**config.mk**
```make
export PLATFORM = sky130hd
export DESIGN_NAME = version_reporter
export DESIGN_NICKNAME = d
export VERILOG_FILES = /design/src/rtl/version_reporter.sv
export SDC_FILE = /design/constraint.sdc
export NUM_CORES = 1
export LEC_CHECK = 0
export CORE_UTILIZATION = 51
export CTS_CLUSTER_DIAMETER = 50
export DETAILED_ROUTE_END_ITERATION = 12
export MAX_ROUTING_LAYER = met4
export PLACE_DENSITY_LB_ADDON = 0.08
export SLEW_MARGIN = 20
export SYNTH_ARGS = -nofsm -noshare
export SYNTH_HDL_FRONTEND = slang
export SYNTH_SLANG_ARGS = --single-unit
```
**constraint.sdc**
```tcl
create_clock -name clk -period 3.8 [get_ports clk]
set_clock_uncertainty 0.1 [all_clocks]
set_input_delay 0.38 -clock clk [delete_from_list [all_inputs] [get_ports clk]]
set_output_delay 0.38 -clock clk [all_outputs]
set_load 0.01 [all_outputs]
```
**src/rtl/version_reporter.sv**
```systemverilog
// version_reporter: snapshots the packed version/commit words on request.
// It decodes them into version fields and streams them as a framed byte
// sequence over a valid/ready byte interface that feeds the debug UART TX path.
//
// Frame: HEADER_BYTE, version_upper32 (MSB first), version_lower32 (MSB first).
// Optional build macro VERSION_REPORTER_CHECKSUM_EN appends one XOR checksum
// byte over the eight payload bytes. The header is not part of the checksum.
module version_reporter #(
  parameter logic [7:0] HEADER_BYTE        = 8'hA5,
  parameter logic       TX_HOLD_EN_DEFAULT = 1'b1
) (
  input  logic        clk,
  input  logic        rst_n,
  input  logic [31:0] version_upper32,
  input  logic [31:0] version_lower32,
  input  logic        req,
  output logic [7:0]  tx_data,
  output logic        tx_valid,
  input  logic        tx_ready,
  output logic        busy,
  output logic        done,
  output logic [3:0]  ver_major,
  output logic [5:0]  ver_minor,
  output logic [5:0]  ver_patch,
  output logic [7:0]  ver_build,
  output logic [39:0] commit_id
);

`ifdef VERSION_REPORTER_CHECKSUM_EN
  localparam int unsigned FrameLen = 10;
`else
  localparam int unsigned FrameLen = 9;
`endif

  localparam logic [3:0] LastIdx = 4'(FrameLen - 1);

  typedef enum logic [1:0] {
    StIdle,
    StSend,
    StDone
  } state_e;

  state_e      state_q, state_d;
  logic [3:0]  cnt_q, cnt_d;
  logic [31:0] up_snap_q, lo_snap_q;
  logic        hold_q;
  logic        snap_load, snap_clear;
  logic        accept;
  logic [7:0]  frame_byte;

  assign accept = tx_valid && tx_ready;

  // State and byte counter registers.
  always_ff @(posedge clk or negedge rst_n) begin
    if (!rst_n) begin
      state_q <= StIdle;
      cnt_q   <= 4'd0;
    end else begin
      state_q <= state_d;
      cnt_q   <= cnt_d;
    end
  end

  // Next-state logic: a request is only honoured in IDLE; DONE always
  // returns to IDLE, so a request coinciding with done is dropped.
  always_comb begin
    state_d    = state_q;
    cnt_d      = cnt_q;
    snap_load  = 1'b0;
    snap_clear = 1'b0;
    unique case (state_q)
      StIdle: begin
        if (req) begin
          state_d   = StSend;
          cnt_d     = 4'd0;
          snap_load = 1'b1;
        end
      end
      StSend: begin
        if (accept) begin
          if (cnt_q == LastIdx) begin
            state_d = StDone;
            cnt_d   = 4'd0;
          end else begin
            cnt_d = cnt_q + 4'd1;
          end
        end
      end
      StDone: begin
        state_d    = StIdle;
        snap_clear = !hold_q;
      end
      default: begin
        state_d = StIdle;
        cnt_d   = 4'd0;
      end
    endcase
  end

  // Hold flag: when clear, the snapshot (and hence the decode) is dropped
  // once the frame completes; when set it persists until the next request.
  always_ff @(posedge clk or negedge rst_n) begin
    if (!rst_n) begin
      hold_q <= TX_HOLD_EN_DEFAULT;
    end else begin
      hold_q <= hold_q;
    end
  end

  // Snapshot registers: the frame is built only from these, never from the
  // live inputs, so input changes mid-frame cannot leak into the stream.
  always_ff @(posedge clk or negedge rst_n) begin
    if (!rst_n) begin
      up_snap_q <= 32'd0;
      lo_snap_q <= 32'd0;
    end else if (snap_load) begin
      up_snap_q <= version_upper32;
      lo_snap_q <= version_lower32;
    end else if (snap_clear) begin
      up_snap_q <= 32'd0;
      lo_snap_q <= 32'd0;
    end
  end

  // Registered field decode, one cycle behind the snapshot.
  always_ff @(posedge clk or negedge rst_n) begin
    if (!rst_n) begin
      ver_major <= 4'd0;
      ver_minor <= 6'd0;
      ver_patch <= 6'd0;
      ver_build <= 8'd0;
      commit_id <= 40'd0;
    end else begin
      ver_major <= up_snap_q[31:28];
      ver_minor <= up_snap_q[27:22];
      ver_patch <= up_snap_q[21:16];
      ver_build <= up_snap_q[15:8];
      commit_id <= {up_snap_q[7:0], lo_snap_q};
    end
  end

`ifdef VERSION_REPORTER_CHECKSUM_EN
  logic [7:0] checksum;

  // XOR over the eight payload bytes of the snapshot.
  always_comb begin
    checksum = up_snap_q[31:24] ^ up_snap_q[23:16] ^ up_snap_q[15:8] ^ up_snap_q[7:0] ^
               lo_snap_q[31:24] ^ lo_snap_q[23:16] ^ lo_snap_q[15:8] ^ lo_snap_q[7:0];
  end
`endif

  // Byte selector: counter index into the frame.
  always_comb begin
    frame_byte = 8'h00;
    case (cnt_q)
      4'd0:    frame_byte = HEADER_BYTE;
      4'd1:    frame_byte = up_snap_q[31:24];
      4'd2:    frame_byte = up_snap_q[23:16];
      4'd3:    frame_byte = up_snap_q[15:8];
      4'd4:    frame_byte = up_snap_q[7:0];
      4'd5:    frame_byte = lo_snap_q[31:24];
      4'd6:    frame_byte = lo_snap_q[23:16];
      4'd7:    frame_byte = lo_snap_q[15:8];
      4'd8:    frame_byte = lo_snap_q[7:0];
`ifdef VERSION_REPORTER_CHECKSUM_EN
      4'd9:    frame_byte = checksum;
`endif
      default: frame_byte = 8'h00;
    endcase
  end

  // Moore outputs; tx_data is zeroed outside SEND so idle/reset reads 0.
  // The counter only moves on accept, so tx_data is stable under backpressure.
  always_comb begin
    tx_valid = 1'b0;
    busy     = 1'b0;
    done     = 1'b0;
    tx_data  = 8'h00;
    unique case (state_q)
      StSend: begin
        tx_valid = 1'b1;
        busy     = 1'b1;
        tx_data  = frame_byte;
      end
      StDone:  done = 1'b1;
      default: ;
    endcase
  end

endmodule

```
After elaboration in Yosys (flattened, before gate mapping)
Cells that the tools add are included.
- register bits: 134
- bits of input ports: 68
- output and inout bits: 75
- word-level logic and storage cells: 45
- $add $sub $neg: 1
- eq/ne operators: 13
- mux-type cells: 16
- bitwise logic cells: 1
- reductions and logical operators: 5
- operator list (cell ; count):
    8-bit case mux with 9 select lines ; 1
    32-bit two-way mux ; 2
    4-bit by 3-bit equality test with 1-bit output (second input constant) ; 4
    4-bit two-way mux ; 3
    4-bit case mux with 3 select lines ; 1
    4-bit by 2-bit equality test with 1-bit output (second input constant) ; 2
    8-bit two-way mux ; 1
    2-bit two-way mux ; 3
    2-bit != test (second input constant) ; 3
    3-bit AND reduction ; 2
    4-bit by 1-bit adder with 4-bit output (second input constant) ; 1
    4-bit by 1-bit equality test with 1-bit output (second input constant) ; 1
    4-bit equality test (second input constant) ; 1
    4-bit zero test ; 1
    1-bit two-way mux ; 4
    2-bit case mux with 2 select lines ; 1
    2-bit by 1-bit equality test with 1-bit output (second input constant) ; 1
    2-bit equality test (second input constant) ; 1
    2-bit zero test ; 1
    1-bit logical AND ; 1
    1-bit NOT ; 1

Logic depth before layout (Yosys ltp)
- depth after elaboration: 5
- mapped depth: 8
- gate-level depth less buffers: 6

Worst setup path before layout
OpenSTA, ideal clock, no wires.
- path kind: register to output
- start point: reg cnt_q[0]
- end point: out tx_data[0]
- arrival: 1.608 ns
- data required time: 3.320 ns
- path slack: 1.712 ns
- cell stages (with the launch flop): 8
- buffers on the path: 2
- path through: dfrtp_1 > inv_1 > ha_1 > buf_2 > buf_6 > a221o_1 > a221oi_1 > nor2_1
- longest elaborated chain between the ends: 3
- elaborated cells on any way between the ends: 11
- those cells by class: eq/ne: 8; mux: 2; reduce/logical: 1
- ends and longest elaborated chain (item ; RTL line ; text):
    start: declaration ; 44 ; logic [3:0] cnt_q, cnt_d;
    start signal: assignment ; 60 ; cnt_q <= cnt_d;
    4-bit equality test (tied with other cells) ; 155 ; case (cnt_q)
    8-bit case mux with 9 select lines * ; 155 ;
    8-bit two-way mux * ; 179 ; unique case (state_q)
    end: declaration ; 17 ; output logic [7:0] tx_data,
Every way passes the cells marked *; elsewhere a longest branch is shown, timed or not.

Worst setup path after layout
- start point: reg cnt_q[0]
- end point: out tx_data[2]
The elaborated chain is that of the path after synthesis.

==> summary.md <==
| Metric | Value |
|---|---|
| Area occupied by multi-input gates | `0.00142 mm^2` |
| Commonest non-fill, non-tap cell in the layout | `clkdlybuf4s50_1` |
| Synth Instances | `323` |
| Clk pwr share | `0.262` |
| Via count | `3304` |
| Unrepaired setup endpoints after global routing | `no` |
| Die area | `0.0101 mm^2` |
| Worst Hold Class | `reg -> reg` |
| DRT Pass-1 Iters | `5` |
| Maxcap violations | `0` |
| Worst Setup End Kind | `output port` |
| CTS Sinks | `134` |
| Hold Crit Start | `up_snap_q[9]$_DFFE_PN0P_` |
| Final HPWL DP | `7870 um` |
| Most frequent cells in the layout | `clkdlybuf4s50_1 (141), dfrtp_1 (134), mux2_2 (66)` |
| Max-slew headroom | `0.479` |
| Core region area | `0.00933 mm^2` |
| Clock root cell | `clkbuf_8` |
| Psw | `2.15 mW` |
| Yosys reg bits | `134` |
| Fin util | `0.760` |
| Worst VDD drop | `0.470 mV` |
| Worst EP arrival | `3.11 ns` |
| Reg2Reg Launch Point | `cnt_q[0]$_DFFE_PN0P_` |
| Die H | `101 um` |
| I/O Pins | `143` |
| CTS tree | `done` |
| Reg2reg setup slack | `1.69 ns` |
| Max Clock Freq | `279 MHz` |
| Ys Warns | `0` |
| Crit Path Category | `reg -> out` |
| Pin count of the biggest net entering global routing | `66` |
| Nets | `541` |
| Final Hold Viols | `0` |
| Worst r2r dst | `cnt_q[3]$_DFFE_PN0P_` |
| Mapped Area | `0.00495 mm^2` |
| Routed WL | `11700 um` |
| Critical Path Start Type | `flop` |
| Final Slew Violations | `0` |
| Die width | `101 um` |
| Initial Util | `0.531` |
| Drt initial violations | `157` |
| DRC Markers | `0` |
| Initial antenna violation count | `0` |
| Clk slew on worst S/H paths | `0.06 ns` |
| Worst-Margin Slew | `0.782 ns` |
| Period utilisation layout | `0.944` |
| Async S/R FF share, synth | `1.00` |
| FF-to-FF path depth | `7` |
| Layout cell share with drive strength beyond 1 | `0.224` |
| CP Max Fanout | `19` |
| Status | `complete, no violations` |
| Switching share of power | `0.309` |
| Final Critical Period | `3.59 ns` |
| Ys flop type | `dfrtp_1` |
| Num rows | `35` |
| GR Overflow Total | `0` |
| Diode count | `0` |
| CTS max path bufs | `2` |
| Register area | `0.00335 mm^2` |
| Flop pwr share | `0.384` |
| Number of global-route vias before repair | `3312` |
| Crit path required time | `3.32 ns` |
| Worst hold path stage count | `0` |
| Pwr per Cell Area | `980 mW/mm^2` |
| # fillers | `589` |
| Int Power | `4.80 mW` |
| Hold EP | `ver_build[1]$_DFF_PN0_` |
| Gp weighted congestion | `0.823` |
| Avg Vias per Cell | `5.41` |
| Sequential fraction of the synthesis area | `0.677` |
| Logic pwr share | `0.354` |
| Syn Nets | `395` |
| Global-route wire length before repair | `17900 um` |
| Port bufs | `142` |
| Clk Latency, worst-skew pair | `0.52 ns` |
| Post-CTS sizing | `0` |
| Syn_area_per_cell | `15.3 um^2` |
| Gr usage total | `0.253` |
| Unique masters post-synth | `39` |
| Routed wire per std cell | `19.2 um` |
| Setup_tns | `0 ns` |
| Area growth, synth to finish | `43.2%` |
| ANT nets after route | `0` |
| CTS Buf Count | `17` |
| Final setup viols | `0` |
| H-tree depth | `4` |
| EDFF count, synth | `0` |
| Leakage power | `3.00 nW` |
worst max-delay path, cell delays in order (launching register included):
cell,delay [ns]
dfrtp_1,0.46
ha_1,0.69
nor4_1,0.13
nor2_1,0.16
o21ai_2,0.16
a2111oi_2,0.36
clkdlybuf4s50_1,0.62
through the flow:
stage                     hold slack, ns  power, mW  cell area [um^2]  worst slack, ns  instances
after CTS                          0.298       6.99              7090            0.221        611
after floorplan                  -0.0156       3.78              4950             1.71        323
final                              0.306       6.95              7090            0.214        611
after global routing               0.318       7.27              7090           0.0739        611
after detailed placement           0.285       5.11              6410            0.797        578
after global placement             0.282       5.05              6410            0.924        578
per-layer routing:
layer,share of wire,GRT usage,vias to the layer above
li1,-,-,1463
met1,0.42,0.322,1679
met2,0.50,0.394,143
met3,0.059,0.0645,19
met4,0.018,0.0936,0
met5,0,-,-
what timing repair did:
action                     4_1_cts  5_1_grt
hold endpoints to repair        63        0
hold buffers                     1        0
setup endpoints to repair        0        0
buffers inserted                 0        0
how the worst max path moves through the flow:
stage | to | depth (start not counted) | from | slack [ns]
after global placement | tx_data[2] | 7 | cnt_q[0]$_DFFE_PN0P_ | 0.92
after global routing | tx_data[2] | 7 | cnt_q[0]$_DFFE_PN0P_ | 0.07
after CTS | tx_data[0] | 7 | cnt_q[0]$_DFFE_PN0P_ | 0.22
final | tx_data[2] | 6 | cnt_q[0]$_DFFE_PN0P_ | 0.21
after detailed placement | tx_data[7] | 7 | cnt_q[0]$_DFFE_PN0P_ | 0.80
after floorplan | tx_data[0] | 7 | cnt_q[0]$_DFFE_PN0P_ | 1.71
power by group through the flow:
stage / Sequential [mW] / Combinational, mW / Clock [mW]
floorplan: 2.64 / 1.15 / 0
global placement: 2.68 / 2.37 / 0
detailed placement: 2.67 / 2.44 / 0
CTS: 2.67 / 2.48 / 1.85
global route: 2.74 / 2.61 / 1.91
finish: 2.67 / 2.46 / 1.82
sequential cells by signal, indices dropped and copies added (netlist names):
signal,count
cnt_q,4
ver_minor,6
ver_patch,6
state_q,2
commit_id,40
up_snap_q,32
lo_snap_q,32
ver_build,8
ver_major,4
synth_stat cells, types with 2 or more instances:
cell type | n | area (um^2)
o22ai_1 | 2 | 12.5
and2b_1 | 2 | 15.0
o21ai_0 | 3 | 15.0
a221oi_1 | 6 | 52.6
a221o_1 | 2 | 20.0
inv_1 | 4 | 15.0
nor2_1 | 14 | 52.6
buf_6 | 9 | 101
a211oi_1 | 2 | 15.0
mux2_2 | 66 | 743
dfrtp_1 | 134 | 3350
o41ai_1 | 2 | 17.5
nand3_1 | 2 | 10.0
a311oi_1 | 5 | 43.8
nand2_1 | 7 | 26.3
a222oi_1 | 4 | 40.0
a22oi_1 | 13 | 97.6
ha_1 | 4 | 50.1
nand2b_1 | 2 | 12.5
buf_2 | 9 | 45.0
nor3_1 | 4 | 20.0
buf_4 | 2 | 15.0
a21oi_1 | 9 | 45.0
cell type report:
cell class                 instances  share of cell area
inverter                           5             0.00282
clock buffer                      20              0.0628
timing repair buffer             148               0.207
sequential                       134               0.473
tap                              129              0.0228
multi-input combinational        163               0.200
clock inverter                    12              0.0316
kinds of logic after synthesis:
logic type	count (synthesis)	synth area share
multiplexers	67	0.152
flip-flops	134	0.677
adder cells (fa/ha/maj)	4	0.0101
AND/OR/NAND/NOR	38	0.0387
buffers and inverters	26	0.0377
AO/OA/AOI/OAI	54	0.0842
No activity file was read; power rests on OpenSTA's default activity.
